## src/rtl/fb_id_ex.sv

```systemverilog
// Firebird ID/EX pipeline register: captures decoded ops, resolves ALU operands by
// forwarding from EX/MEM and MEM/WB, and inserts one bubble per load-use hazard.
module fb_id_ex #(
  parameter int XLEN   = 32,
  parameter int CTRL_W = 19,
  parameter int RAW    = 5
) (
  input  logic              clk,
  input  logic              rst_n,
  input  logic              id_valid,
  output logic              id_ready,
  input  logic [CTRL_W-1:0] id_alu_control,
  input  logic [RAW-1:0]    id_rs1,
  input  logic [RAW-1:0]    id_rs2,
  input  logic [RAW-1:0]    id_rd,
  input  logic              id_rd_we,
  input  logic              id_is_load,
  input  logic [XLEN-1:0]   id_rs1_data,
  input  logic [XLEN-1:0]   id_rs2_data,
  input  logic [XLEN-1:0]   id_pc,
  input  logic [XLEN-1:0]   id_imm,
  input  logic              id_use_pc,
  input  logic              id_use_imm,
  input  logic              flush,
  input  logic              ex_ready,
  input  logic [RAW-1:0]    exmem_rd,
  input  logic              exmem_rd_we,
  input  logic [XLEN-1:0]   exmem_res,
  input  logic [RAW-1:0]    memwb_rd,
  input  logic              memwb_rd_we,
  input  logic [XLEN-1:0]   memwb_data,
  output logic              ex_valid,
  output logic [CTRL_W-1:0] ex_alu_control,
  output logic [XLEN-1:0]   ex_op1,
  output logic [XLEN-1:0]   ex_op2,
  output logic [RAW-1:0]    ex_rd,
  output logic              ex_rd_we,
  output logic              ex_is_load
);

  typedef struct packed {
    logic              valid;
    logic [CTRL_W-1:0] ctrl;
    logic [RAW-1:0]    rd;
    logic              rd_we;
    logic              is_load;
    logic              use_pc;
    logic              use_imm;
    logic [XLEN-1:0]   pc;
    logic [XLEN-1:0]   imm;
    logic [RAW-1:0]    rs1;
    logic [RAW-1:0]    rs2;
    logic [XLEN-1:0]   rs1_data;
    logic [XLEN-1:0]   rs2_data;
  } ex_t;

  ex_t             ex_q, ex_d;
  logic [XLEN-1:0] fwd1, fwd2;
  logic            lu;

  // EX/MEM outranks MEM/WB since it holds the younger write to the same register.
  function automatic logic [XLEN-1:0] fwd(
    input logic [RAW-1:0]  idx,
    input logic [XLEN-1:0] stored,
    input logic [RAW-1:0]  a_rd,
    input logic            a_we,
    input logic [XLEN-1:0] a_val,
    input logic [RAW-1:0]  b_rd,
    input logic            b_we,
    input logic [XLEN-1:0] b_val
  );
    if (idx == '0)                 return '0;
    else if (a_we && a_rd == idx)  return a_val;
    else if (b_we && b_rd == idx)  return b_val;
    else                           return stored;
  endfunction

  assign fwd1 = fwd(ex_q.rs1, ex_q.rs1_data, exmem_rd, exmem_rd_we, exmem_res,
                    memwb_rd, memwb_rd_we, memwb_data);
  assign fwd2 = fwd(ex_q.rs2, ex_q.rs2_data, exmem_rd, exmem_rd_we, exmem_res,
                    memwb_rd, memwb_rd_we, memwb_data);

  assign lu = ex_q.valid && ex_q.is_load && ex_q.rd_we && (ex_q.rd != '0) && id_valid &&
              (((ex_q.rd == id_rs1) && !id_use_pc) || ((ex_q.rd == id_rs2) && !id_use_imm));

  assign id_ready = ex_ready && !lu && !flush;

  always_comb begin
    ex_d = ex_q;
    if (flush) begin
      ex_d.valid = 1'b0;
      ex_d.ctrl  = '0;
    end else if (!ex_ready) begin
      // Latch forwarded values so they survive their producer leaving the pipe.
      ex_d.rs1_data = fwd1;
      ex_d.rs2_data = fwd2;
    end else if (lu) begin
      ex_d.valid = 1'b0;
      ex_d.ctrl  = '0;
    end else begin
      ex_d.valid    = id_valid;
      ex_d.ctrl     = id_alu_control;
      ex_d.rd       = id_rd;
      ex_d.rd_we    = id_rd_we;
      ex_d.is_load  = id_is_load;
      ex_d.use_pc   = id_use_pc;
      ex_d.use_imm  = id_use_imm;
      ex_d.pc       = id_pc;
      ex_d.imm      = id_imm;
      ex_d.rs1      = id_rs1;
      ex_d.rs2      = id_rs2;
      // The regfile write in this same cycle is not yet visible in id_rsN_data.
      ex_d.rs1_data = (memwb_rd_we && memwb_rd == id_rs1 && id_rs1 != '0) ? memwb_data : id_rs1_data;
      ex_d.rs2_data = (memwb_rd_we && memwb_rd == id_rs2 && id_rs2 != '0) ? memwb_data : id_rs2_data;
    end
  end

  always_ff @(posedge clk or negedge rst_n) begin
    if (!rst_n) ex_q <= '0;
    else        ex_q <= ex_d;
  end

  assign ex_valid       = ex_q.valid;
  assign ex_alu_control = ex_q.valid ? ex_q.ctrl : '0;
  assign ex_op1         = ex_q.use_pc  ? ex_q.pc  : fwd1;
  assign ex_op2         = ex_q.use_imm ? ex_q.imm : fwd2;
  assign ex_rd          = ex_q.rd;
  assign ex_rd_we       = ex_q.rd_we;
  assign ex_is_load     = ex_q.is_load;

endmodule

```

## config.mk

```make
export PLATFORM = sky130hd
export DESIGN_NAME = fb_id_ex
export DESIGN_NICKNAME = d
export VERILOG_FILES = /design/src/rtl/fb_id_ex.sv
export SDC_FILE = /design/constraint.sdc
export NUM_CORES = 1
export LEC_CHECK = 0
export ABC_CLOCK_PERIOD_IN_PS = 4800
export CAP_MARGIN = 0
export CORE_ASPECT_RATIO = 1.2
export CORE_UTILIZATION = 38
export CTS_CLUSTER_SIZE = 40
export DETAILED_ROUTE_END_ITERATION = 8
export PLACE_DENSITY = 0.67
export RECOVER_POWER = 25
export SYNTH_ARGS = -nofsm -noshare
export SYNTH_HDL_FRONTEND = slang
export SYNTH_SLANG_ARGS = --single-unit
```

## constraint.sdc

```tcl
create_clock -name clk -period 4.8 [get_ports clk]
set_input_delay 0.96 -clock clk [delete_from_list [all_inputs] [get_ports clk]]
set_output_delay 0.96 -clock clk [all_outputs]
set_load 0.05 [all_outputs]
```

# [Yosys cells after proc, flatten, opt, wreduce, memory -nomap -nowiden]
# Cells that the tools add are included.
[totals] reg_bits=167 inputBits=247
[classes] n_reduce_logical=30 mux=16 n_eq_ne=9 n_bitwise=2
[ops] cell="$mux 32" count=10
[ops] cell="$mux 147" count=1
[ops] cell="$mux 103" count=1
[ops] cell="$mux 64" count=1
[ops] cell="$eq 5x5->1" count=8
[ops] cell="$mux 20" count=2
[ops] cell="$mux 19" count=1
[ops] cell="$logic_and 1x1->1" count=17
[ops] cell="$reduce_bool 5->1" count=3
[ops] cell="$logic_not 5->1" count=2
[ops] cell="$logic_not 1->1" count=4
[ops] cell="$reduce_and 3->1" count=1
[ops] cell="$ne 2x2->1 const B" count=1
[ops] cell="$not 1->1" count=2
[ops] cell="$reduce_and 2->1" count=1
[ops] cell="$reduce_bool 2->1" count=1
[ops] cell="$logic_or 1x1->1" count=1

# [Depth between registers and ports, before layout]
[depth] depth_word=8 mapped_depth=10 mapped_depth_nobuf=6

# [Worst setup path after synthesis]
# OpenSTA, ideal clock, no wires.
[synth_path] path_kind="input-to-output" startpoint="input port memwb_rd[3]" endpoint="output port ex_op2[10]" required_time_ns=3.840 t_arrival_ns=3.718 stages=7 setup_slack_ns=0.122 cell_sequence="buf_2 xnor2_1 and4_1 buf_2 clkbuf_1 a221oi_1 o41ai_1"
[synth_via] elab_chain_cells=6
[synth_lines] element="start, declared" line="29" rtl="input logic [RAW-1:0] memwb_rd,"
[synth_lines] element="$eq 5x5->1" line="74" rtl="else if (b_we && b_rd == idx) return b_val;"
[synth_lines] element="$logic_and 1x1->1" line="74"
[synth_lines] element="$mux 32" line="74"
[synth_lines] element="$mux 32" line="73" rtl="else if (a_we && a_rd == idx) return a_val;"
[synth_lines] element="$mux 32" line="72" rtl="if (idx == '0) return '0;"
[synth_lines] element="$mux 32" line="126" rtl="assign ex_op2 = ex_q.use_imm ? ex_q.imm : fwd2;"
[synth_lines] element="end, declared" line="35" rtl="output logic [XLEN-1:0] ex_op2,"
# No other way between the ends.

# [Worst setup path after layout]
[layout_path] startpoint="input port exmem_rd[1]" endpoint="output port ex_op2[7]"
[layout_via] elab_chain_cells=5
[layout_lines] element="start, declared" line="26" rtl="input logic [RAW-1:0] exmem_rd,"
[layout_lines] element="$eq 5x5->1" line="73"
[layout_lines] element="$logic_and 1x1->1" line="73"
[layout_lines] element="$mux 32" line="73"
[layout_lines] element="$mux 32" line="72"
[layout_lines] element="$mux 32" line="126"
# No other way between the ends.

==> metrics.md <==
| Metric | Value |
|---|---|
| Clock Pin Slew Worst Setup and Hold Paths | 70 ps |
| H-Tree Depth | 4 |
| CP Buf/Inv Count | 3 |
| Chip Width | 156 um |
| Vias per cell | 5.91 |
| Final period util | 93.6% |
| CTS Hold Bufs | 0 |
| Synth async-reset ratio | 100% |
| Nets | 1,674 |
| Worst setup path startpoint | exmem_rd[1] |
| Worst-path cell chain | clkdlybuf4s50_1 -> xnor2_1 -> nand4_1 -> or2_2 -> buf_4 -> nor2_1 -> o41ai_1 -> buf_12 |
| Synth unique cells | 51 |
| Core Region | 28,000 um^2 |
| Die footprint | 29,300 um^2 |
| Buffers on Ports | 338 |
| Worst hold slack | 479 ps |
| Final Wtd Congestion | 0.924 |
| Share of cells above drive strength 1 | 19.2% |
| Slowest stage cell, crit path | or2_2 |
| Grt met2 use | 45.0% |
| Post-synth EDFFs | 0 |
| Min-delay src | ex_q[49] |
| Per-cell routed wire length | 23.1 um |
| Drt first pass iters | 5 |
| Fill count | 2,554 |
| Worst Path Required | 3840 ps |
| Most common cell after layout, fill and taps aside | clkdlybuf4s50_1 |
| Grt peak-use layer | met2 |
| Post-synthesis cell area | 10,900 um^2 |
| Least-Margin Pin Slew | 2370 ps |
| Setup Viol. Count Final | 0 |
| Syn avg cell area | 9.47 um^2 |
| Root Driver | clkbuf_16 |
| Violated checks | max-capacitance violations, max-slew violations |
| HP Class | flip-flop to flip-flop |
| Maximum buffer depth of the clock tree | 2 |
| Post-synthesis sequential area ratio | 38.4% |
| Post-DP HPWL | 30.9 mm |
| Clock sinks | 167 |
| Area growth from synthesis to layout | 41.3% |
| Placed insts | 1,787 |
| Met1 Use GR | 38.4% |
| Worst path max stage delay | 590 ps |
| Main synth FF type | dfrtp_1 |
| Post-route ant nets | 0 |
| Maximum vdd drop | 0.191 mV |
| Worst EP arrival | 3530 ps |
| Power, Total | 5.39 mW |
| Iteration-0 DRC Markers | 965 |
| Slew HR | -57.9% |
| Routed wire length | 42.1 mm |
| Outcome | finished with violations |
| Critical path startpoint category | primary input |
| Clk_skew | 13.9 ps |
| Vias in the first global route | 11,000 |
| Setup WS pre-CTS | 341 ps |
| Crit end category | primary output |
| GRT Total Usage | 28.9% |
| CTS buffer count | 17 |
| Initial cell density of the core | 38.8% |
| Seq cells post-synth | 167 |
| Final WS setup | 307 ps |
| Ys Warns | 0 |
| Cell family with most CP delay | buffers and inverters |
| WS Path Type | primary input to primary output |
| Final Non-Filler Cells | 1,826 |
| Cells after synthesis | 1,148 |
| R2R Path Start | ex_rd[4] |
| Final max-slew violation count | 90 |
| Std cell rows | 67 |
| Most frequent cells in the layout | clkdlybuf4s50_1 (271), dfrtp_1 (167), mux2_2 (120), o21ai_0 (105), nand2_1 (100) |
| Cts repair resizes | 0 |
| Lkg Pwr | 6.02 nW |
| Clock insertion delay at the later pin of the skew report | 440 ps |
| Tmin final | 4490 ps |
| IO Count | 339 |
| Crit-path max FO | 29 |
| Syn Nets | 1,395 |
| Gr ovfl total | 0 |
| Vias after detailed routing | 10,800 |
| DR DRC count | 0 |
| Setup Fix Bufs, Post-CTS | 0 |
| Die H | 187 um |
| Global-route wire length before repair | 64.5 mm |
| RSZ-0062 raised after global routing | false |
| Maximum Capacitance Violations | 2 |
| Met3 GRT Util | 6.58% |
| Final hold vios | 0 |
| Setup TNS | 0 ps |
| Largest net degree at the start of global routing | 108 |
| Power density over the cells | 351 nW/um^2 |
| Initial antenna violation count | 6 |
| CTS tree | yes |
| Fmax | 0.223 GHz |
## flip-flops by register name, summed over array words and instances, names as in the netlist
name / count
ex_q: 159
ex_rd: 5
ex_is_load: 1
ex_valid: 1
ex_rd_we: 1
## final timing paths
check / endpoint / slack [ps] / cells past startpoint
min in group asynchronous: ex_q[147] / 1210 / 1
max in group asynchronous: ex_q[43] / 1030 / 2
worst min-delay path: ex_q[49] / 480 / 2
worst max-delay path: ex_op2[7] / 310 / 8
worst min register to register: ex_q[49] / 480 / 2
worst max register to register: ex_q[3] / 1720 / 7
## power breakdown
part / switching (mW) / internal (mW) / leakage [nW] / total (mW)
sequential: 0.141 / 1.60 / 1.98 / 1.74
combinational: 1.29 / 0.966 / 3.77 / 2.25
clock: 0.662 / 0.738 / 0.279 / 1.40
total: 2.09 / 3.30 / 6.02 / 5.39
## kinds of logic (layout without fill, tap and decap cells)
kind of cell | after synthesis | after routing | share of synthesized area [%]
buf+inv | 137 | 429 | 5.53
flops | 167 | 167 | 38.4
mux | 147 | 147 | 15.0
simple gates | 310 | 310 | 13.8
xor+xnor | 40 | 40 | 3.22
other cells | 0 | 7 | 0
compound gates | 347 | 347 | 24.1
## cell usage after synthesis (all sizes together), types with 14 or more instances
cell type	n	area share [%]
mux2i	26	2.4
a22o	44	3.5
clkbuf	75	2.6
a31oi	24	1.4
or3	30	1.7
nor3	55	2.5
o41ai	14	1.1
dfrtp	167	38
mux2	121	13
a311o	24	2.2
and2	19	1.1
buf	47	2.4
nor2	52	1.8
xnor2	28	2.3
a2bb2oi	45	3.6
o21ai	110	5.1
nand4	22	1.3
and3	16	0.92
nand2	101	3.5
inv	14	0.48
a221oi	16	1.3
## tightest hold or removal path: stages, from the launching register on
cell and delay (ps):
dfrtp_1 340, nand2_1 40, o21ai_0 60
## cell type report
type                       count  area [um^2]  area share, %
clock buffer                  17          425           2.77
tap                          379          474           3.09
antenna                        7         17.5          0.114
sequential                   167         4180           27.2
timing repair buffer         382         3930           25.5
inverter                      15         56.3          0.366
clock inverter                15          155           1.01
multi-input combinational    844         6140           39.9
## stage by stage
stage	utilization, %	cell area, um^2
after floorplan	-	10900
after global placement	52.8	14800
after detailed placement	52.8	14800
after CTS	54.9	15400
after global routing	54.9	15400
final	54.9	15400
## per-layer routing
layer  vias up  wire, um  share of wire, %
met5         -         0                 0
met4         0      1380               3.3
met3       100      3740               8.9
met2       624     19400                46
met1      5170     17600                42
li1       4894         -                 -
No activity file was read; power rests on OpenSTA's default activity.
